--- config.mk ---
export PLATFORM = sky130hd
export DESIGN_NAME = lift_ctrl
export DESIGN_NICKNAME = d
export VERILOG_FILES = /design/src/rtl/lift_pkg.sv /design/src/rtl/lift_req_reg.sv /design/src/rtl/lift_ctrl.sv
export SDC_FILE = /design/constraint.sdc
export NUM_CORES = 1
export LEC_CHECK = 0
export ABC_AREA = 0
export BUFFER_PORTS_ARGS = -buffer_cell sky130_fd_sc_hd__buf_2
export CAP_MARGIN = 20
export CORE_AREA = 2 2 56 58
export CTS_BUF_LIST = sky130_fd_sc_hd__clkbuf_4 sky130_fd_sc_hd__clkbuf_8 sky130_fd_sc_hd__clkbuf_16
export DETAILED_ROUTE_END_ITERATION = 16
export DIE_AREA = 0 0 58 60
export GPL_ROUTABILITY_DRIVEN = 0
export PLACE_DENSITY = 0.5
export REMOVE_ABC_BUFFERS = 1
export SLEW_MARGIN = 5
export SYNTH_ARGS = -nofsm -noshare
export SYNTH_HDL_FRONTEND = slang
export SYNTH_HIERARCHICAL = 1
export SYNTH_SLANG_ARGS = --single-unit
--- constraint.sdc ---
create_clock -name clk -period 4.65 [get_ports clk]
set_input_delay 0.465 -clock clk [delete_from_list [all_inputs] [get_ports clk]]
set_output_delay 0.465 -clock clk [all_outputs]
set_load 0.02 [all_outputs]
--- src/rtl/lift_pkg.sv ---
// Shared types and constants for the three-floor lift controller.
package lift_pkg;

   typedef enum logic [1:0] {StIdle, StMoveUp, StMoveDn, StDoor} state_e;

   localparam int unsigned NFLOORS = 3;

   localparam logic [1:0] FL_G = 2'd0;
   localparam logic [1:0] FL_1 = 2'd1;
   localparam logic [1:0] FL_2 = 2'd2;

   localparam logic DIR_DN = 1'b0;
   localparam logic DIR_UP = 1'b1;

   // Door at the current floor first, then sweep; a two-sided tie follows dir.
   function automatic state_e pick_next(input logic here, input logic above,
                                        input logic below, input logic dir);
      if (here) return StDoor;
      if (above && below) return (dir == DIR_UP) ? StMoveUp : StMoveDn;
      if (above) return StMoveUp;
      if (below) return StMoveDn;
      return StIdle;
   endfunction

endpackage

--- src/rtl/lift_req_reg.sv ---
// Latched call requests with door-restart suppression and above/below flags
// for the floor the controller is evaluating.
module lift_req_reg
   import lift_pkg::*;
(
   input  logic               clk,
   input  logic               reset,
   input  logic [NFLOORS-1:0] call_req,
   input  logic [1:0]         floor,
   input  logic               in_door,
   input  logic               door_entry,
   output logic [NFLOORS-1:0] pending,
   output logic               restart,
   output logic               here,
   output logic               above,
   output logic               below
);

   logic [NFLOORS-1:0] pend_q, pend_d;
   logic [NFLOORS-1:0] floor_oh, mask_above, mask_below;

   always_comb begin
      floor_oh   = '0;
      mask_above = '0;
      mask_below = '0;
      for (int i = 0; i < NFLOORS; i++) begin
         floor_oh[i]   = (floor == 2'(i));
         mask_above[i] = (2'(i) > floor);
         mask_below[i] = (2'(i) < floor);
      end
   end

   always_comb begin
      restart = in_door & |(call_req & floor_oh);
      here    = |(pend_q & floor_oh);
      above   = |(pend_q & mask_above);
      below   = |(pend_q & mask_below);
   end

   // A call for the open-door floor never latches; clear beats set.
   always_comb begin
      pend_d = (pend_q | (call_req & ~({NFLOORS{in_door}} & floor_oh)))
               & ~({NFLOORS{door_entry}} & floor_oh);
   end

   always_ff @(posedge clk or posedge reset) begin
      if (reset) pend_q <= '0;
      else       pend_q <= pend_d;
   end

   assign pending = pend_q;

endmodule

--- src/rtl/lift_ctrl.sv ---
// Three-floor lift controller: sweeps toward latched calls one floor at a
// time on slowref ticks and holds the door open for a fixed dwell.
module lift_ctrl
   import lift_pkg::*;
#(
   parameter int unsigned MOVE_TICKS = 2,
   parameter int unsigned DOOR_TICKS = 3
) (
   input  logic               clk,
   input  logic               reset,
   input  logic               slowref,
   input  logic [NFLOORS-1:0] call_req,
   output logic [1:0]         floorno,
   output logic [NFLOORS-1:0] pending,
   output logic               mot_up,
   output logic               mot_dn,
   output logic               door_open
);

   localparam int unsigned MW = (MOVE_TICKS > 1) ? $clog2(MOVE_TICKS) : 1;
   localparam int unsigned DW = (DOOR_TICKS > 1) ? $clog2(DOOR_TICKS) : 1;
   localparam logic [MW-1:0] MOVE_LAST = MW'(MOVE_TICKS - 1);
   localparam logic [DW-1:0] DOOR_LAST = DW'(DOOR_TICKS - 1);

   state_e        state_q, state_d;
   logic [1:0]    floor_q, floor_d;
   logic [MW-1:0] mcnt_q, mcnt_d;
   logic [DW-1:0] dcnt_q, dcnt_d;
   logic          dir_q;
   logic          arrive, at_bound, door_entry;
   logic          restart, here, above, below;

   lift_req_reg u_req (
      .clk        (clk),
      .reset      (reset),
      .call_req   (call_req),
      .floor      (floor_d),
      .in_door    (state_q == StDoor),
      .door_entry (door_entry),
      .pending    (pending),
      .restart    (restart),
      .here       (here),
      .above      (above),
      .below      (below)
   );

   // Travel timing kept apart from state choice: the request flags are
   // evaluated at floor_d, so this block must not depend on them.
   always_comb begin
      floor_d  = floor_q;
      mcnt_d   = mcnt_q;
      arrive   = 1'b0;
      at_bound = ((state_q == StMoveUp) && (floor_q == FL_2)) ||
                 ((state_q == StMoveDn) && (floor_q == FL_G));
      if (slowref && ((state_q == StMoveUp) || (state_q == StMoveDn))) begin
         if (at_bound) begin
            mcnt_d = '0;
         end else if (mcnt_q == MOVE_LAST) begin
            mcnt_d  = '0;
            arrive  = 1'b1;
            floor_d = (state_q == StMoveUp) ? floor_q + 2'd1 : floor_q - 2'd1;
         end else begin
            mcnt_d = mcnt_q + MW'(1);
         end
      end
   end

   always_comb begin
      state_d = state_q;
      dcnt_d  = dcnt_q;
      case (state_q)
         StIdle: begin
            if (slowref) state_d = pick_next(here, above, below, dir_q);
         end
         StMoveUp: begin
            if (slowref && at_bound) state_d = StIdle;
            else if (arrive)         state_d = pick_next(here, above, below, DIR_UP);
         end
         StMoveDn: begin
            if (slowref && at_bound) state_d = StIdle;
            else if (arrive)         state_d = pick_next(here, above, below, DIR_DN);
         end
         StDoor: begin
            if (restart) begin
               dcnt_d = '0;
            end else if (slowref) begin
               if (dcnt_q == DOOR_LAST) begin
                  dcnt_d  = '0;
                  state_d = pick_next(1'b0, above, below, dir_q);
               end else begin
                  dcnt_d = dcnt_q + DW'(1);
               end
            end
         end
         default: state_d = StIdle;
      endcase
   end

   assign door_entry = (state_d == StDoor) && (state_q != StDoor);

   always_ff @(posedge clk or posedge reset) begin
      if (reset) begin
         state_q   <= StIdle;
         floor_q   <= FL_G;
         mcnt_q    <= '0;
         dcnt_q    <= '0;
         dir_q     <= DIR_UP;
         mot_up    <= 1'b0;
         mot_dn    <= 1'b0;
         door_open <= 1'b0;
      end else begin
         state_q   <= state_d;
         floor_q   <= floor_d;
         mcnt_q    <= mcnt_d;
         dcnt_q    <= dcnt_d;
         if ((state_d == StMoveUp) && (state_q != StMoveUp)) dir_q <= DIR_UP;
         if ((state_d == StMoveDn) && (state_q != StMoveDn)) dir_q <= DIR_DN;
         mot_up    <= (state_d == StMoveUp);
         mot_dn    <= (state_d == StMoveDn);
         door_open <= (state_d == StDoor);
      end
   end

   assign floorno = floor_q;

endmodule

==> flow_summary.yaml <==
outcome:
  status: "complete, no violations"
route:
  dr_wl_met3_um: 44
  wire_per_inst_um: 13.4
  ant_nets: 0
  drt-met1-wl_um: 961
  drc: 0
  drt_pass1_iterations: 4
  dr_wl_met2_um: 1070
  routed_wl_um: 2080
  routed.top_layer: "met4"
  via_per_inst: 5.22
  vias: 814
  first_iter_violations: 10
yosys:
  yosysMostFrequentCell: "dfrtp_1"
  synth_top_area_share: 0.339
  ys_warn_count: 6
  synth_edf_count: 0
  avgSynthCellArea_sq_um: 9.05
  synthCells: 106
  synth-seq-cells: 14
  ys.flop_type: "dfrtp_1"
  yosysSeqAreaShare: 0.366
  synth_top_area_cell: "dfrtp_1"
  synthTopCellsByArea: "dfrtp_1 (34%), ha_1 (5.2%), a21oi_1 (4.7%)"
  ys_types: 37
  syn_area_sq_um: 960
  synth_common_cells: "dfrtp_1 (13), inv_1 (10), a21oi_1 (9), nor2_1 (8), o21ai_0 (8)"
  synth-async-reset-ratio: 1.00
critical_path:
  reg2reg_to: "u_req/pending[2]$_DFF_PP0_"
  cp_common_cell: "a21oi_1"
  rr_startpoint: "state_q[1]$_DFF_PP0_"
  crit_slowest_cell: "dfrtp_1"
  worst-path-max-fanout: 8
  r2r_setup_slack_ps: 860
  endpoint_kind: "flop"
  reg2reg_depth: 16
  crit_type: "flop to flop"
  arrival_ps: 3950
  cpPeakStageDelay_ps: 450
  crit_required_ps: 4810
  cp_cell_sequence: "inv_1 > ha_1 > mux2i_2 > o21ai_2 > nor2_1 > xor2_1 > buf_4 > inv_2 > o32ai_1 > and4bb_1 > mux2_2 > a21oi_1 > a31o_2 > nor3_2 > a21oi_1 > o32a_1"
  cp-start-kind: "flop"
clock_network:
  clock_sinks: 14
  cts_htree_levels: 1
  ctsHoldBuffers: 0
  post_cts_buffers: 0
  cts_buffers: 3
  clockBufferDepth: 2
  cts_root_buf: "clkbuf_4"
  path_clk_slew_ps: 90
  cts_tree: "built"
  cts_resized: 0
  clk-insertion-delay-late_ps: 280
layout:
  final_net_count: 134
  area_growth_pct: 14.6
  fin_cells: 156
  drive_gt1_frac: 0.228
  finalInstanceArea_sq_um: 1100
  diodes: 0
  fill_cells: 300
sta:
  fmax_mhz: 264
  fin_worst_skew_ps: 7.08
  fin_ws_ps: 858
  final_max_slew_viol_count: 0
  slew_headroom: 0.687
  hold_viol_final: 0
  worst_pin_slew_ps: 468
  setup_viol: 0
  post-route-period-util: 0.816
  period_needed_ps: 3790
  finalSetupTns_ps: 0
  rsz0062_at_grt: "no"
power_and_ir_drop:
  p_int_uw: 454
  cellLeakagePower_uw: 0.000506
  p_seq_frac: 0.266
  swShare: 0.480
  comb_power_share: 0.634
  p_sw_uw: 419
  powerDensity_nw_per_um2: 793
  power_frac_clock: 0.100
  ir_drop_mv: 0.323
  p_total_uw: 872
floorplan:
  dieHeight_um: 60
  core-area_sq_um: 2900
  dieArea_sq_um: 3480
  start_util: 0.331
  die_width_um: 58
  io_pins: 14
  rows: 20
global_routing:
  grt-ovfl-total: 0
  track_usage: 0.139
  grt_pass1_vias: 839
  grt_max_degree: 12
  antenna_found_initial: 0
  grt_pass1_wl_um: 3700
placed_design:
  preCtsSetupSlack_ps: 673
  dp_hpwl_um: 1620
  dp_cells: 151
  place_area_sq_um: 1060
  io_buffers: 13
hold_path:
  hold_class: "input port to asynchronous set/reset pin"
flow_run:
  cap_violations: 0
-- stage by stage --
step,hold slack (ps),util
4_1_cts,32.4,0.377
6_report,46.5,0.379
3_5_place_dp,341,0.365
5_1_grt,39.4,0.379
3_3_place_gp,338,0.365
2_1_floorplan,219,-
-- power by group through the flow --
stage          Sequential, uW  Combinational, uW  Clock (uW)
2_1_floorplan             257                390           0
3_3_place_gp              234                544           0
3_5_place_dp              236                548           0
4_1_cts                   234                550        90.7
5_1_grt                   243                626        94.3
6_report                  232                553        87.3
-- sequential cells by signal, indices dropped and copies added (netlist names) --
signal	count
floorno	2
mcnt_q	1
door_open	1
mot_up	1
dir_q	1
mot_dn	1
state_q	2
u_req/pending	3
dcnt_q	2
-- cells in the final DEF (no fill, tap or decap), types with 2 or more instances in the layout --
master	instances
a21boi_1	2
a21oi_1	9
buf_2	14
clkbuf_4	3
dfrtp_1	13
ha_1	4
inv_1	10
mux2i_1	3
nand2_1	6
nand2b_1	7
nand3_1	3
nor2_1	8
nor2b_1	3
nor3b_1	3
o21ai_0	8
o32a_1	2
xor2_1	2
-- metal layers --
metal | global-route usage | vias up
met5 | 0 | -
met1 | 0.164 | 391
met4 | 0.0532 | 0
li1 | - | 412
met2 | 0.258 | 9
met3 | 0.0130 | 2
-- layout make-up --
| type | count | area (sq um) | area share |
|---|---|---|---|
| Clock buffer | 4 | 36.3 | 0.0330 |
| Inverter | 11 | 41.3 | 0.0375 |
| Multi-Input combinational cell | 79 | 552 | 0.502 |
| Sequential cell | 14 | 352 | 0.320 |
| Tap cell | 33 | 41.3 | 0.0375 |
| Timing Repair Buffer | 15 | 77.6 | 0.0705 |
-- critical path: cells and delay by family (launching register included) --
family | cells | cell delay (ps)
buffers and inverters | 3 | 330
muxes | 2 | 560
xor gates and xnor gates | 1 | 170
adders and majority gates | 1 | 280
AOI/OAI and AO/OA | 6 | 1200
and+or+nand+nor | 3 | 670
DFF | 1 | 450
-- logic make-up (layout without fill, tap and decap cells) --
family          after synthesis  in the layout  synth area share
flops                        14             14             0.366
fa+ha+maj                     4              4            0.0522
buf+inv                      13             30            0.0587
mux                           5              5            0.0574
xor+xnor                      2              2            0.0183
simple gates                 34             34             0.201
compound gates               34             34             0.246
-- worst max path at each step --
stage,from,to,slack [ps]
3_3_place_gp,state_q[1]$_DFF_PP0_,u_req/pending[1]$_DFF_PP0_,750
3_5_place_dp,state_q[0]$_DFF_PP0_,u_req/pending[2]$_DFF_PP0_,670
6_report,state_q[1]$_DFF_PP0_,u_req/pending[2]$_DFF_PP0_,860
4_1_cts,state_q[0]$_DFF_PP0_,u_req/pending[2]$_DFF_PP0_,660
5_1_grt,state_q[1]$_DFF_PP0_,u_req/pending[2]$_DFF_PP0_,550
2_1_floorplan,state_q[1]$_DFF_PP0_,u_req/pending[2]$_DFF_PP0_,1230
Power figures use the tool's default switching activity.
